### src/rtl/vga_timing_pkg.sv
// Shared VGA timing constants and types.
// Holds the default 1024x768@60 (65 MHz pixel clock) timing, the derived
// totals and active-window start positions, and the 11-bit counter type
// used by the sync generator.
package vga_timing_pkg;

  localparam int ADDR_W  = 11;
  localparam int MAX_TOT = (1 << ADDR_W) - 1;

  localparam int DEF_H_SYNC = 136;
  localparam int DEF_H_BP   = 160;
  localparam int DEF_H_ACT  = 1024;
  localparam int DEF_H_FP   = 24;
  localparam int DEF_V_SYNC = 6;
  localparam int DEF_V_BP   = 29;
  localparam int DEF_V_ACT  = 768;
  localparam int DEF_V_FP   = 3;

  localparam int DEF_H_TOT       = DEF_H_SYNC + DEF_H_BP + DEF_H_ACT + DEF_H_FP;
  localparam int DEF_V_TOT       = DEF_V_SYNC + DEF_V_BP + DEF_V_ACT + DEF_V_FP;
  localparam int DEF_H_ACT_START = DEF_H_SYNC + DEF_H_BP;
  localparam int DEF_V_ACT_START = DEF_V_SYNC + DEF_V_BP;

  typedef logic [ADDR_W-1:0] cnt_t;

endpackage

### src/rtl/sync_delay_line.sv
// Parameterised-depth single-bit shift register used to align strobes with
// the frame-buffer read latency.
// Ports:
//   clk   - clock
//   rst_n - asynchronous active-low reset; every tap resets to RST_VAL
//   din   - input bit
//   dout  - din delayed DEPTH clocks (DEPTH = 0 is a straight wire)
module sync_delay_line #(
  parameter int   DEPTH   = 2,
  parameter logic RST_VAL = 1'b0
) (
  input  logic clk,
  input  logic rst_n,
  input  logic din,
  output logic dout
);

  if (DEPTH == 0) begin : g_pass
    logic unused_clk_rst;
    assign unused_clk_rst = clk ^ rst_n;
    assign dout = din;
  end else begin : g_taps
    logic [DEPTH-1:0] taps;

    always_ff @(posedge clk or negedge rst_n) begin
      if (!rst_n) begin
        taps <= {DEPTH{RST_VAL}};
      end else begin
        taps[0] <= din;
        for (int i = 1; i < DEPTH; i++) begin
          taps[i] <= taps[i-1];
        end
      end
    end

    assign dout = taps[DEPTH-1];
  end

endmodule

### src/rtl/vga_sync_module.sv
// VGA timing generator. Free-running horizontal/vertical counters feed a
// registered stage-0 decode (fetch request, column/row address, frame start)
// for the frame-buffer read port; ready and the sync strobes are delayed by
// DATA_LAT clocks so they line up with the returned pixel word.
// Ports:
//   CLK             - pixel clock
//   RSTn            - asynchronous active-low reset
//   Req_Sig         - pixel fetch request (stage 0)
//   Column_Addr_Sig - active column, 0 outside the active region (stage 0)
//   Row_Addr_Sig    - active row, 0 outside the active region (stage 0)
//   Frame_Start_Sig - one-clock pulse when decoding count (0,0) (stage 0)
//   Ready_Sig       - Req_Sig delayed DATA_LAT clocks
//   HSYNC_Sig       - horizontal sync delayed DATA_LAT clocks
//   VSYNC_Sig       - vertical sync delayed DATA_LAT clocks
module vga_sync_module
  import vga_timing_pkg::*;
#(
  parameter int H_SYNC   = DEF_H_SYNC,
  parameter int H_BP     = DEF_H_BP,
  parameter int H_ACT    = DEF_H_ACT,
  parameter int H_FP     = DEF_H_FP,
  parameter int V_SYNC   = DEF_V_SYNC,
  parameter int V_BP     = DEF_V_BP,
  parameter int V_ACT    = DEF_V_ACT,
  parameter int V_FP     = DEF_V_FP,
  parameter int SYNC_POL = 0,
  parameter int DATA_LAT = 2
) (
  input  logic              CLK,
  input  logic              RSTn,
  output logic              Req_Sig,
  output logic [ADDR_W-1:0] Column_Addr_Sig,
  output logic [ADDR_W-1:0] Row_Addr_Sig,
  output logic              Frame_Start_Sig,
  output logic              Ready_Sig,
  output logic              HSYNC_Sig,
  output logic              VSYNC_Sig
);

  localparam int H_TOT = H_SYNC + H_BP + H_ACT + H_FP;
  localparam int V_TOT = V_SYNC + V_BP + V_ACT + V_FP;

  if (H_TOT > MAX_TOT || V_TOT > MAX_TOT) begin : g_tot_check
    $error("vga_sync_module: H_TOT/V_TOT exceed 11-bit counter range");
  end
  if (DATA_LAT < 0 || DATA_LAT > 7) begin : g_lat_check
    $error("vga_sync_module: DATA_LAT must be 0..7");
  end

  localparam cnt_t H_LAST  = cnt_t'(H_TOT - 1);
  localparam cnt_t V_LAST  = cnt_t'(V_TOT - 1);
  localparam cnt_t H_SEND  = cnt_t'(H_SYNC);
  localparam cnt_t V_SEND  = cnt_t'(V_SYNC);
  localparam cnt_t H_ASTRT = cnt_t'(H_SYNC + H_BP);
  localparam cnt_t V_ASTRT = cnt_t'(V_SYNC + V_BP);
  localparam cnt_t H_AEND  = cnt_t'(H_SYNC + H_BP + H_ACT);
  localparam cnt_t V_AEND  = cnt_t'(V_SYNC + V_BP + V_ACT);

  localparam logic SYNC_ON   = (SYNC_POL != 0);
  localparam logic SYNC_IDLE = ~SYNC_ON;

  cnt_t h_cnt, v_cnt;
  logic h_act, v_act, act;
  logic hs_s0, vs_s0;

  always_ff @(posedge CLK or negedge RSTn) begin
    if (!RSTn) begin
      h_cnt <= '0;
      v_cnt <= '0;
    end else if (h_cnt == H_LAST) begin
      h_cnt <= '0;
      v_cnt <= (v_cnt == V_LAST) ? '0 : v_cnt + 1'b1;
    end else begin
      h_cnt <= h_cnt + 1'b1;
    end
  end

  assign h_act = (h_cnt >= H_ASTRT) && (h_cnt < H_AEND);
  assign v_act = (v_cnt >= V_ASTRT) && (v_cnt < V_AEND);
  assign act   = h_act && v_act;

  // Stage 0: decode of the counter value held before this edge.
  always_ff @(posedge CLK or negedge RSTn) begin
    if (!RSTn) begin
      Req_Sig         <= 1'b0;
      Column_Addr_Sig <= '0;
      Row_Addr_Sig    <= '0;
      Frame_Start_Sig <= 1'b0;
      hs_s0           <= SYNC_IDLE;
      vs_s0           <= SYNC_IDLE;
    end else begin
      Req_Sig         <= act;
      Column_Addr_Sig <= act ? (h_cnt - H_ASTRT) : '0;
      Row_Addr_Sig    <= act ? (v_cnt - V_ASTRT) : '0;
      Frame_Start_Sig <= (h_cnt == '0) && (v_cnt == '0);
      hs_s0           <= (h_cnt < H_SEND) ? SYNC_ON : SYNC_IDLE;
      // v_cnt only moves when h_cnt wraps, so VSYNC changes on the h=0 decode.
      vs_s0           <= (v_cnt < V_SEND) ? SYNC_ON : SYNC_IDLE;
    end
  end

  sync_delay_line #(.DEPTH(DATA_LAT), .RST_VAL(1'b0)) u_ready_dly (
    .clk   (CLK),
    .rst_n (RSTn),
    .din   (Req_Sig),
    .dout  (Ready_Sig)
  );

  sync_delay_line #(.DEPTH(DATA_LAT), .RST_VAL(SYNC_IDLE)) u_hsync_dly (
    .clk   (CLK),
    .rst_n (RSTn),
    .din   (hs_s0),
    .dout  (HSYNC_Sig)
  );

  sync_delay_line #(.DEPTH(DATA_LAT), .RST_VAL(SYNC_IDLE)) u_vsync_dly (
    .clk   (CLK),
    .rst_n (RSTn),
    .din   (vs_s0),
    .dout  (VSYNC_Sig)
  );

endmodule

### config.mk
export PLATFORM = sky130hd
export DESIGN_NAME = vga_sync_module
export DESIGN_NICKNAME = d
export VERILOG_FILES = /design/src/rtl/vga_timing_pkg.sv /design/src/rtl/sync_delay_line.sv /design/src/rtl/vga_sync_module.sv
export SDC_FILE = /design/constraint.sdc
export NUM_CORES = 1
export LEC_CHECK = 0
export BUFFER_PORTS_ARGS = -buffer_cell sky130_fd_sc_hd__clkbuf_2
export CORE_MARGIN = 8
export CORE_UTILIZATION = 29
export DETAILED_ROUTE_END_ITERATION = 10
export SYNTH_ARGS = -nofsm -noshare
export SYNTH_HDL_FRONTEND = slang
export SYNTH_SLANG_ARGS = --single-unit
### constraint.sdc
create_clock -name CLK -period 2.3 [get_ports CLK]
set_input_delay 0.23 -clock CLK [delete_from_list [all_inputs] [get_ports CLK]]
set_output_delay 0.23 -clock CLK [all_outputs]
set_load 0.02 [all_outputs]
==> impl_metrics.env <==
export IMPL_drc=0
export IMPL_max_freq_ghz=0.447
export IMPL_required_ns=2.49
export IMPL_cts_tree="yes"
export IMPL_final_net_count=289
export IMPL_hp_class="reg2reg"
export IMPL_vdd_ir_drop_max_uv=220
export IMPL_synthSimpleGateAreaFrac=0.241
export IMPL_leading_register_cell_type_out_of_synthesis="dfrtp_1"
export IMPL_final_common_cell="dfrtp_1"
export IMPL_buffers_inserted_by_post_cts_timing_repair=0
export IMPL_kind_of_end_point_of_the_critical_path="flop"
export IMPL_power_density_cell_area_nw_per_um2=499
export IMPL_place_hpwl_um=4020
export IMPL_postLayoutCellArea_um2=3220
export IMPL_yosys_cell_types_count=44
export IMPL_core_area_um2=9150
export IMPL_grt_start_max_net_pins=55
export IMPL_data_arrival_critical_path_ns=2.42
export IMPL_global_route_usage_met2=0.131
export IMPL_total_leakage_power_nw=1.43
export IMPL_die_w_um=113
export IMPL_critPathMaxFanout=12
export IMPL_complex_gate_fraction_of_the_synthesized_area=0.0668
export IMPL_gp_congestion=0.863
export IMPL_detail_route_first_pass_iterations=4
export IMPL_synth_enable_flop_cells=0
export IMPL_antenna_cells=0
export IMPL_synth_top_family_by_area="simple AND/OR/NAND/NOR gates"
export IMPL_synth_area_mux_share=0.0147
export IMPL_finalWirelength_um=5800
export IMPL_final_hold_violation_count=0
export IMPL_cts_buffers_inserted=5
export IMPL_io_buffer_count=28
export IMPL_setup_viol=0
export IMPL_grt_busiest_layer="met1"
export IMPL_critical_path_class="reg2reg"
export IMPL_period_needed_ns=2.24
export IMPL_ctsRootBufferMaster="clkbuf_8"
export IMPL_clock_skew_final_ns=0.00538
export IMPL_die_area_um2=12700
export IMPL_final_min_period_over_clock_period=0.972
export IMPL_dr_first_iter_drc_count=107
export IMPL_dpl_instance_area_um2=3070
export IMPL_met1_usage=0.133
export IMPL_hold_path_depth=0
export IMPL_first_global_vias=1855
export IMPL_syn_avg_cell_area_um2=11.3
export IMPL_clock_tree_htree_level_count=2
export IMPL_track_usage=0.0923
export IMPL_die_height_um=113
export IMPL_clk_pin_slew_ns=0.10
export IMPL_clk_path_buf_depth=2
export IMPL_holdWs_ns=0.356
export IMPL_ys_warn_count=0
export IMPL_report_power_total_mw=1.61
export IMPL_floorplan_initialDensity=0.297
export IMPL_global_route_overflow_total=0
export IMPL_fin_util=0.351
export IMPL_post_synth_xor_area_fraction=0.0774
export IMPL_synth_seq_area_share=0.500
export IMPL_postSynthCellCount=241
export IMPL_synth_seq_cells=54
export IMPL_drt_antenna_violating_nets=0
export IMPL_design_portCount=29
export IMPL_ff2ff_setup_slack_ns=0.06
export IMPL_drv_slew=0
export IMPL_via_count=1922
export IMPL_cts_sink_count=54
export IMPL_synth_area_um2=2720
export IMPL_synth_net_count=251
export IMPL_timing_slew_headroom=0.665
export IMPL_unrepaired_setup_endpoints_after_global_routing="yes"
export IMPL_worstSkewPairLatency_ns=0.30
export IMPL_synthArstFlopShare=1.00
export IMPL_layout_area_overhead_vs_synth_pct=18.4
export IMPL_r2r_cells=5
export IMPL_grt_pass1_wl_um=9560
export IMPL_setup_worst_path_start_class="flop"
export IMPL_tightest_slew_ns=0.489
export IMPL_core_rowCount=35
export IMPL_yosys_area_share_adder=0.0369
export IMPL_use_met3=0.0208
export IMPL_outcome="finished, final reports clean"
export IMPL_layout_cells_most_common_list="dfrtp_1 (48), clkbuf_2 (28), buf_4 (22), xnor2_1 (19), nor4_2 (14)"
export IMPL_grt_antenna_before_repair=0
export IMPL_route_detailed_vias_per_inst=4.92
export IMPL_final_layout_size_suffix_gt1_frac=0.311
export IMPL_drt_wirelength_per_cell_um=14.8
export IMPL_final_fill_count=914
export IMPL_max_cap_violations=0
-- worst paths after layout --
check                                                     start                                   end
min in group asynchronous                                  RSTn            Row_Addr_Sig[10]$_DFF_PN0_
max reg2reg                                v_cnt[0]$_DFFE_PN0N_          Column_Addr_Sig[0]$_DFF_PN0_
max                                        v_cnt[0]$_DFFE_PN0N_          Column_Addr_Sig[0]$_DFF_PN0_
max in group asynchronous                                  RSTn  u_vsync_dly.g_taps.taps[0]$_DFF_PN1_
min reg2reg                u_ready_dly.g_taps.taps[0]$_DFF_PN0_  u_ready_dly.g_taps.taps[1]$_DFF_PN0_
min                        u_ready_dly.g_taps.taps[0]$_DFF_PN0_  u_ready_dly.g_taps.taps[1]$_DFF_PN0_
-- cell type report --
type                            count  area (um^2)  area share
Sequential cell                    54         1360       0.423
Multi-Input combinational cell    157         1220       0.380
Clock buffer                        6         72.6      0.0226
Clock inverter                      2         37.5      0.0117
Timing Repair Buffer               53          355       0.111
Tap cell                          111          139      0.0432
Inverter                            8         30.0     0.00934
-- report_power, final --
group	switching, mW	internal (mW)
Sequential	0	0.949
Clock	0.307	0.325
Combinational	0.0185	0.00530
-- through the flow --
step / setup WS [ns] / instances / TNS [ns]
2_1_floorplan: 0.0246 / 241 / 0
3_3_place_gp: 0.0789 / 382 / 0
3_5_place_dp: 0.0562 / 382 / 0
4_1_cts: 0.0646 / 391 / 0
5_1_grt: -0.0242 / 391 / -0.0368
6_report: 0.0645 / 391 / 0
-- flip-flops by register name, indices dropped and copies added (netlist names) --
register	flops
Column_Addr_Sig	11
Row_Addr_Sig	11
h_cnt	11
v_cnt	11
u_hsync_dly.g_taps.taps	2
u_ready_dly.g_taps.taps	2
u_vsync_dly.g_taps.taps	2
Frame_Start_Sig	1
Req_Sig	1
hs_s0	1
vs_s0	1
-- synthesized netlist by cell type (4+ instances only) --
| cell | n | area share |
|---|---|---|
| a21oi_1 | 5 | 0.0092 |
| and2_1 | 4 | 0.0092 |
| and3_1 | 4 | 0.0092 |
| buf_2 | 5 | 0.0092 |
| buf_4 | 8 | 0.022 |
| clkbuf_1 | 6 | 0.0083 |
| dfrtp_1 | 48 | 0.44 |
| dfstp_2 | 6 | 0.058 |
| ha_1 | 8 | 0.037 |
| inv_1 | 8 | 0.011 |
| mux2i_1 | 4 | 0.015 |
| nand2_1 | 12 | 0.017 |
| nand3_1 | 5 | 0.0092 |
| nand4_1 | 8 | 0.018 |
| nor2_1 | 12 | 0.017 |
| nor3_1 | 7 | 0.013 |
| nor4_1 | 8 | 0.018 |
| nor4_2 | 12 | 0.055 |
| o21ai_0 | 10 | 0.018 |
| xnor2_1 | 19 | 0.061 |
| xor2_1 | 5 | 0.016 |
-- layer usage --
layer | part of all wire | vias up
met3 | 0.042 | 4
li1 | - | 932
met2 | 0.41 | 44
met5 | 0 | -
met4 | 0.012 | 0
met1 | 0.53 | 942
-- kinds of logic after synthesis --
logic type,Yosys count
adder cells (fa/ha/maj),8
AO/OA/AOI/OAI,27
flip-flops,54
XOR/XNOR,24
multiplexers,4
AND/OR/NAND/NOR,94
buffers and inverters,30
-- worst max-delay path, cell delays in order (launching register included) --
cell and delay, ns:
dfrtp_1 0.39, a2111o_1 0.44, o311a_1 0.30, or4_1 0.53
buf_4 0.22, nor4_1 0.25
-- timing repair --
item                                   CTS  global route
hold buffers                             1             0
setup endpoints to repair                1             4
cloned                                   0             0
gates resized for setup                  1             3
endpoints found under the hold margin   48             0
No activity file was read; power rests on OpenSTA's default activity.
